**src/rtl/btn_press_classifier_if.sv**
```systemverilog
// ---------------------------------------------------------------------------
// btn_press_classifier_if
// Bundles the debounced button level and the classified event outputs of the
// press classifier so they travel as one port.
//
// Signals
//   din        debounced button level, synchronous to clk, 1 = pressed
//   press      one-cycle pulse at the start of a press
//   short_p    one-cycle pulse on release of a short press
//   long_p     one-cycle pulse when a press becomes long
//   rpt_p      one-cycle auto-repeat pulse while a long press is held
//   held       level, high while a press is in progress
//   press_cnt  wrapping count of short presses
//
// Modports
//   master  drives din, observes the events (debouncer side / bench)
//   slave   consumes din, produces the events (classifier)
// ---------------------------------------------------------------------------
interface btn_press_classifier_if;
    logic       din;
    logic       press;
    logic       short_p;
    logic       long_p;
    logic       rpt_p;
    logic       held;
    logic [7:0] press_cnt;

    modport master (
        output din,
        input  press,
        input  short_p,
        input  long_p,
        input  rpt_p,
        input  held,
        input  press_cnt
    );

    modport slave (
        input  din,
        output press,
        output short_p,
        output long_p,
        output rpt_p,
        output held,
        output press_cnt
    );
endinterface

```
**src/rtl/btn_press_classifier.sv**
```systemverilog
// ---------------------------------------------------------------------------
// btn_press_classifier
// Turns the debounced button level into single-cycle, registered event
// pulses: press, short press, long press and auto-repeat while held. It also
// keeps a wrapping 8-bit count of short presses.
//
// Parameters
//   T_LONG    hold length in clocks that makes a press long (>= 2)
//   T_REPEAT  auto-repeat period in clocks once a press is long (>= 2)
//
// Ports
//   clk   system clock, all logic on the rising edge
//   rst   synchronous active-high reset
//   bus   slave side of btn_press_classifier_if (din in, events out)
// ---------------------------------------------------------------------------
module btn_press_classifier #(
    parameter logic [25:0] T_LONG   = 26'h2FA_F080,
    parameter logic [25:0] T_REPEAT = 26'h0BE_BC20
) (
    input  logic                      clk,
    input  logic                      rst,
    btn_press_classifier_if.slave     bus
);

    // Terminal counts; cnt runs 0 .. T-1 so the event lands exactly T clocks
    // after the edge that cleared it.
    localparam logic [25:0] LONG_LAST   = T_LONG - 26'd1;
    localparam logic [25:0] REPEAT_LAST = T_REPEAT - 26'd1;

    typedef enum logic [1:0] {
        ST_IDLE    = 2'd0,
        ST_PRESSED = 2'd1,
        ST_LONG    = 2'd2
    } state_t;

    state_t      state_q,     state_d;
    logic [25:0] cnt_q,       cnt_d;
    logic        din_q,       din_d;
    logic        press_q,     press_d;
    logic        short_p_q,   short_p_d;
    logic        long_p_q,    long_p_d;
    logic        rpt_p_q,     rpt_p_d;
    logic        held_q,      held_d;
    logic [7:0]  press_cnt_q, press_cnt_d;
    logic        rise_s;

    // Rising edge of the button level relative to the previous sample. din_q
    // resets high so a button held through reset does not count as a press.
    assign rise_s = bus.din & ~din_q;

    // Next-state, counter and event computation for the classifier FSM.
    always_comb begin
        state_d     = state_q;
        cnt_d       = cnt_q;
        din_d       = bus.din;
        press_d     = 1'b0;
        short_p_d   = 1'b0;
        long_p_d    = 1'b0;
        rpt_p_d     = 1'b0;
        press_cnt_d = press_cnt_q;

        case (state_q)
            ST_IDLE: begin
                if (rise_s) begin
                    state_d = ST_PRESSED;
                    cnt_d   = 26'd0;
                    press_d = 1'b1;
                end else begin
                    state_d = ST_IDLE;
                end
            end

            // Release is tested before the threshold, so a release on the
            // T_LONG-th edge is still a short press.
            ST_PRESSED: begin
                if (!bus.din) begin
                    state_d     = ST_IDLE;
                    short_p_d   = 1'b1;
                    press_cnt_d = press_cnt_q + 8'd1;
                    cnt_d       = 26'd0;
                end else if (cnt_q == LONG_LAST) begin
                    state_d  = ST_LONG;
                    long_p_d = 1'b1;
                    cnt_d    = 26'd0;
                end else begin
                    cnt_d = cnt_q + 26'd1;
                end
            end

            // Long presses are not counted; release on a repeat edge
            // suppresses that repeat pulse.
            ST_LONG: begin
                if (!bus.din) begin
                    state_d = ST_IDLE;
                    cnt_d   = 26'd0;
                end else if (cnt_q == REPEAT_LAST) begin
                    rpt_p_d = 1'b1;
                    cnt_d   = 26'd0;
                end else begin
                    cnt_d = cnt_q + 26'd1;
                end
            end

            default: begin
                state_d = ST_IDLE;
                cnt_d   = 26'd0;
            end
        endcase

        // held follows the state being entered so it rises with press and
        // falls on the release edge.
        held_d = (state_d != ST_IDLE) ? 1'b1 : 1'b0;
    end

    // State, counter and registered outputs with synchronous reset.
    always_ff @(posedge clk) begin
        if (rst) begin
            state_q     <= ST_IDLE;
            cnt_q       <= 26'd0;
            din_q       <= 1'b1;
            press_q     <= 1'b0;
            short_p_q   <= 1'b0;
            long_p_q    <= 1'b0;
            rpt_p_q     <= 1'b0;
            held_q      <= 1'b0;
            press_cnt_q <= 8'd0;
        end else begin
            state_q     <= state_d;
            cnt_q       <= cnt_d;
            din_q       <= din_d;
            press_q     <= press_d;
            short_p_q   <= short_p_d;
            long_p_q    <= long_p_d;
            rpt_p_q     <= rpt_p_d;
            held_q      <= held_d;
            press_cnt_q <= press_cnt_d;
        end
    end

    assign bus.press     = press_q;
    assign bus.short_p   = short_p_q;
    assign bus.long_p    = long_p_q;
    assign bus.rpt_p     = rpt_p_q;
    assign bus.held      = held_q;
    assign bus.press_cnt = press_cnt_q;

endmodule

```
**src/flat_wrapper.sv**
```systemverilog
// flat-port wrapper written by rule: the top's interface ports become plain ports
module btn_press_classifier_flat 
#(
    parameter logic [25:0] T_LONG   = 26'h2FA_F080,
    parameter logic [25:0] T_REPEAT = 26'h0BE_BC20
)
  (clk, rst, bus_din, bus_press, bus_short_p, bus_long_p, bus_rpt_p, bus_held, bus_press_cnt);
  btn_press_classifier_if bus_i ();
  input  logic clk;
  input  logic rst;
  input wire logic [$bits(bus_i.din)-1:0] bus_din;
  output wire logic [$bits(bus_i.press)-1:0] bus_press;
  output wire logic [$bits(bus_i.short_p)-1:0] bus_short_p;
  output wire logic [$bits(bus_i.long_p)-1:0] bus_long_p;
  output wire logic [$bits(bus_i.rpt_p)-1:0] bus_rpt_p;
  output wire logic [$bits(bus_i.held)-1:0] bus_held;
  output wire logic [$bits(bus_i.press_cnt)-1:0] bus_press_cnt;
  assign bus_i.din = bus_din;
  assign bus_press = bus_i.press;
  assign bus_short_p = bus_i.short_p;
  assign bus_long_p = bus_i.long_p;
  assign bus_rpt_p = bus_i.rpt_p;
  assign bus_held = bus_i.held;
  assign bus_press_cnt = bus_i.press_cnt;
  btn_press_classifier #(.T_LONG(T_LONG), .T_REPEAT(T_REPEAT)) u_core (.clk(clk), .rst(rst), .bus(bus_i));
endmodule
```
**config.mk**
```make
export PLATFORM = sky130hd
export DESIGN_NAME = btn_press_classifier_flat
export DESIGN_NICKNAME = d
export VERILOG_FILES = /design/src/rtl/btn_press_classifier_if.sv /design/src/rtl/btn_press_classifier.sv /design/src/flat_wrapper.sv
export SDC_FILE = /design/constraint.sdc
export NUM_CORES = 1
export LEC_CHECK = 0
export CELL_PAD_IN_SITES_DETAIL_PLACEMENT = 1
export CELL_PAD_IN_SITES_GLOBAL_PLACEMENT = 2
export CORE_UTILIZATION = 38
export DETAILED_ROUTE_END_ITERATION = 8
export PLACE_DENSITY = 0.94
export SLEW_MARGIN = 20
export SYNTH_ARGS = -nofsm -noshare
export SYNTH_HDL_FRONTEND = slang
export SYNTH_SLANG_ARGS = --single-unit
```
**constraint.sdc**
```tcl
create_clock -name clk -period 6.25 [get_ports clk]
set_input_delay 1.25 -clock clk [delete_from_list [all_inputs] [get_ports clk]]
set_output_delay 1.25 -clock clk [all_outputs]
set_load 0.02 [all_outputs]
```
; ---- Word level (Yosys, flattened, before mapping)
; Cells that the tools add are included.
[totals]
ff_bits = 42
in_bits = 3
word_cells = 45
[op_classes]
addsub = 2
n_eq_ne = 5
n_mux = 16
bitwise_logic = 6
n_reduce_logical = 7
[op_table]
columns = cell, n
row1 = 26-bit two-way mux, 5
row2 = 26-bit one-hot mux with 3 select lines, 1
row3 = 26-bit by 1-bit adder with 26-bit output (second input constant), 1
row4 = 26-bit by 24-bit == test with 1-bit output (second input constant), 1
row5 = 26-bit == test (second input constant), 1
row6 = 8-bit by 1-bit adder with 8-bit output (second input constant), 1
row7 = 1-bit two-way mux, 6
row8 = 2-bit two-way mux, 3
row9 = 2-bit one-hot mux with 3 select lines, 1
row10 = 3-bit OR reduction, 2
row11 = 1-bit inverter, 5
row12 = 2-bit OR reduction, 2
row13 = 2-bit by 1-bit == test with 1-bit output (second input constant), 1
row14 = 2-bit == test (second input constant), 1
row15 = 2-bit logical NOT, 1
row16 = 2-bit by 1-bit inequality test with 1-bit output (second input constant), 1
row17 = 2-bit AND reduction, 1
row18 = 2-bit nonzero test, 1
row19 = 1-bit AND, 1

; ---- Logic depth before layout (Yosys ltp)
[logic_depth]
ltp_word = 6
mapped_depth = 8
mapped_depth_nobuf = 7

; ---- Worst setup path before layout
; No wires, ideal clock.
[synth_timing]
path_type = in2reg
startpoint = input port bus_din
endpoint = register u_core.cnt_q[23]
setup_time_ns = 0.086
t_arrival_ns = 2.322
required_time_ns = 6.164
setup_slack_ns = 3.842
cell_stages = 5
path_cell_list = nand2b_1 > a2111oi_4 > nand4_1 > xor2_1 > a211oi_1
[synth_via]
elab_chain_cells = 2
word_cells_on_any_way = 5
classes_between = eq/ne (1) / mux (3) / bitwise (1)
[synth_rtl]
columns = element, line
row1 = start: declaration, flat_wrapper.sv:11  ; input wire logic [$bits(bus_i.din)-1:0] bus_din;
row2 = "26-bit two-way mux, or another cell as far along", btn_press_classifier.sv:93  ; if (!bus.din) begin
row3 = 26-bit one-hot mux with 3 select lines / 2-bit by 1-bit inequality test with 1-bit output (equally long branches), --
row4 = end signal: assignment, btn_press_classifier.sv:129  ; cnt_q <= cnt_d;
row5 = end: declaration, btn_press_classifier.sv:37  ; logic [25:0] cnt_q, cnt_d;
; Several ways; a longest one is shown, not always the timed one.
; A chain may end at the register's enable or synchronous reset.

; ---- Worst setup path after layout
[layout_timing]
startpoint = input port bus_din
endpoint = register u_core.cnt_q[17]
; The elaborated chain is that of the path after synthesis.

==> metrics.yaml <==
antenna_found_initial: 0
use_met1: 0.286
cts_tree: "yes"
numCtsBuffers: 5
worstPathMaxFanout: 12
final_common_cell: "dfxtp_1"
area_growth_syn_to_layout_pct: 12.5
largest_register_ff_count: 26
vias_per_cell: 6.09
routed_wirelength_mm: 6.88
post_cts_buffers: 0
crit_type: "in -> reg"
pwr_density_cell_nw_per_um2: 187
top_register: "u_core.cnt_q"
ctsHtreeMaxLevel: 2
gp_routability_congestion: 0.807
ctsRootBufferMaster: "clkbuf_8"
cap_violations: 0
required_ns: 6.47
worstPathArrival_ns: 3.42
syn-num-nets: 306
top_usage_layer: "met2"
synth_seq_area_share: 0.347
worst_path_largest_cell_delay_ns: 0.59
hold_ws_ns: 0.500
place_hpwl_mm: 4.73
drt_iter0_drc: 111
drive_gt1_frac: 0.0627
row_count: 28
crit_path_start_kind: "primary input"
grt_pass1_vias: 2257
synth-edff-count: 0
max-clock-path-buffers: 2
drv_slew: 0
async_flop_share: 0
port_buffers: 15
synth_cells: 297
clk_pin_slew_ns: 0.08
synth_seq_cells: 42
setup_viol: 0
firstDrtPassIters: 4
post_drt_wl_per_cell_um: 18.2
path_delay_family: "simple AND/OR/NAND/NOR gates"
yosys_warnings: 0
diodes: 0
nets: 311
most-common-layout-cells: "dfxtp_1 (42), nand2_1 (31), nor2_1 (27), nand3_1 (17)"
synthDistinctLibCells: 44
vias: 2303
core_area_sq_um: 6030
fin_crit_sh: 0.511
cts_resized: 0
worstPathCellList: "clkdlybuf4s50_1 -> nand2b_1 -> nand2_1 -> and2_1 -> o2111ai_1 -> a31oi_1"
ir_worst_vdd_mv: 0.136
p_leak_uw: 0.000851
final-hold-violation-count: 0
setup_tns_ns: 0
rsz0062_at_grt: "no"
slowest_stage: "clkdlybuf4s50_1"
grt_overflow_total: 0
syn_area_per_cell_sq_um: 8.16
io_pins: 16
cts_hold_buffers: 0
die_h_um: 81.9
crit_buf_inv: 1
synthFlopType: "dfxtp_1"
die-area_sq_um: 6700
status: "finished clean"
grt_use_met3: 0.0300
dp.cells: 370
gr-usage-met2: 0.371
min_path_type: "reg -> reg"
drc_errors: 0
grt_pass1_wl_mm: 11.3
syn_area_sq_um: 2420
fp.dieW_um: 81.9
maxSlewHeadroom: 0.404
clock_latency_ns: 0.30
fin_skew_ns: 0.00651
drtAntennaViolNets: 0
grtUsageTotal: 0.218
fin_crit_ns: 3.20
fin_cells: 378
endpoint_kind: "flip-flop"
max_freq_mhz: 313
initial_core_util: 0.402
tightest_slew_ns: 0.891
cts.sink_count: 42
grt_max_degree: 41
-- worst min-delay path: cells and delay by family (launching register included) --
kind	cells	cell delay, ns
flip-flops	1	0.35
AND/OR/NAND/NOR	1	0.06
AO/OA/AOI/OAI	1	0.05
-- Yosys cell counts, types with 7 or more instances --
| cell | count | area share |
|---|---|---|
| clkbuf_1 | 16 | 0.025 |
| inv_1 | 13 | 0.020 |
| nand4_1 | 8 | 0.021 |
| o211ai_1 | 14 | 0.043 |
| a211oi_1 | 8 | 0.025 |
| and3_1 | 8 | 0.021 |
| a31oi_1 | 13 | 0.034 |
| xor2_1 | 11 | 0.040 |
| nor3_1 | 7 | 0.014 |
| nand3_1 | 17 | 0.035 |
| o2111ai_1 | 15 | 0.054 |
| nor2_1 | 27 | 0.042 |
| a21oi_1 | 8 | 0.017 |
| dfxtp_1 | 42 | 0.35 |
| nand2_1 | 31 | 0.048 |
-- cell type report --
type                            instances  area (sq um)
Multi-Input combinational cell        221          1460
Clock buffer                            6          72.6
Timing Repair Buffer                   19           180
Clock inverter                          2          37.5
Inverter                               13          48.8
Tap cell                               75          93.8
Fill cell                             733          3300
Sequential cell                        42           841
-- where the power goes --
part           switching [uW]  internal, uW
Clock                    99.4           119
Sequential              0.664           268
Combinational            16.5          5.90
-- path summary, 6_finish.rpt --
check / slack, ns / end / startpoint / cells after the start
min: 0.50 / u_core.cnt_q[1]$_SDFFE_PP0P_ / u_core.cnt_q[1]$_SDFFE_PP0P_ / 2
max reg2reg: 3.72 / u_core.cnt_q[5]$_SDFFE_PP0P_ / u_core.cnt_q[14]$_SDFFE_PP0P_ / 6
max: 3.05 / u_core.cnt_q[17]$_SDFFE_PP0P_ / bus_din / 6
min reg2reg: 0.50 / u_core.cnt_q[1]$_SDFFE_PP0P_ / u_core.cnt_q[1]$_SDFFE_PP0P_ / 2
-- stage by stage --
stage	power [uW]	utilization	setup WS, ns	cell area [sq um]
3_3_place_gp	297	0.435	2.76	2620
5_1_grt	524	0.453	2.91	2730
6_report	510	0.453	3.05	2730
2_1_floorplan	289	-	3.84	2420
4_1_cts	517	0.453	3.03	2730
3_5_place_dp	298	0.435	2.72	2620
-- metal layers --
| metal | part of all wire | wire, um |
|---|---|---|
| met2 | 0.48 | 3310 |
| met5 | 0 | 0 |
| met1 | 0.49 | 3340 |
| met4 | 0.012 | 80 |
| met3 | 0.022 | 149 |
-- cell families after synthesis --
logic type | after synthesis | synth area share
compound gates | 70 | 0.226
fa+ha+maj | 6 | 0.0310
flops | 42 | 0.347
simple gates | 129 | 0.280
xor+xnor | 14 | 0.0506
mux | 2 | 0.00826
buf+inv | 34 | 0.0583
Note: power is estimated with default switching activity, not from simulation.
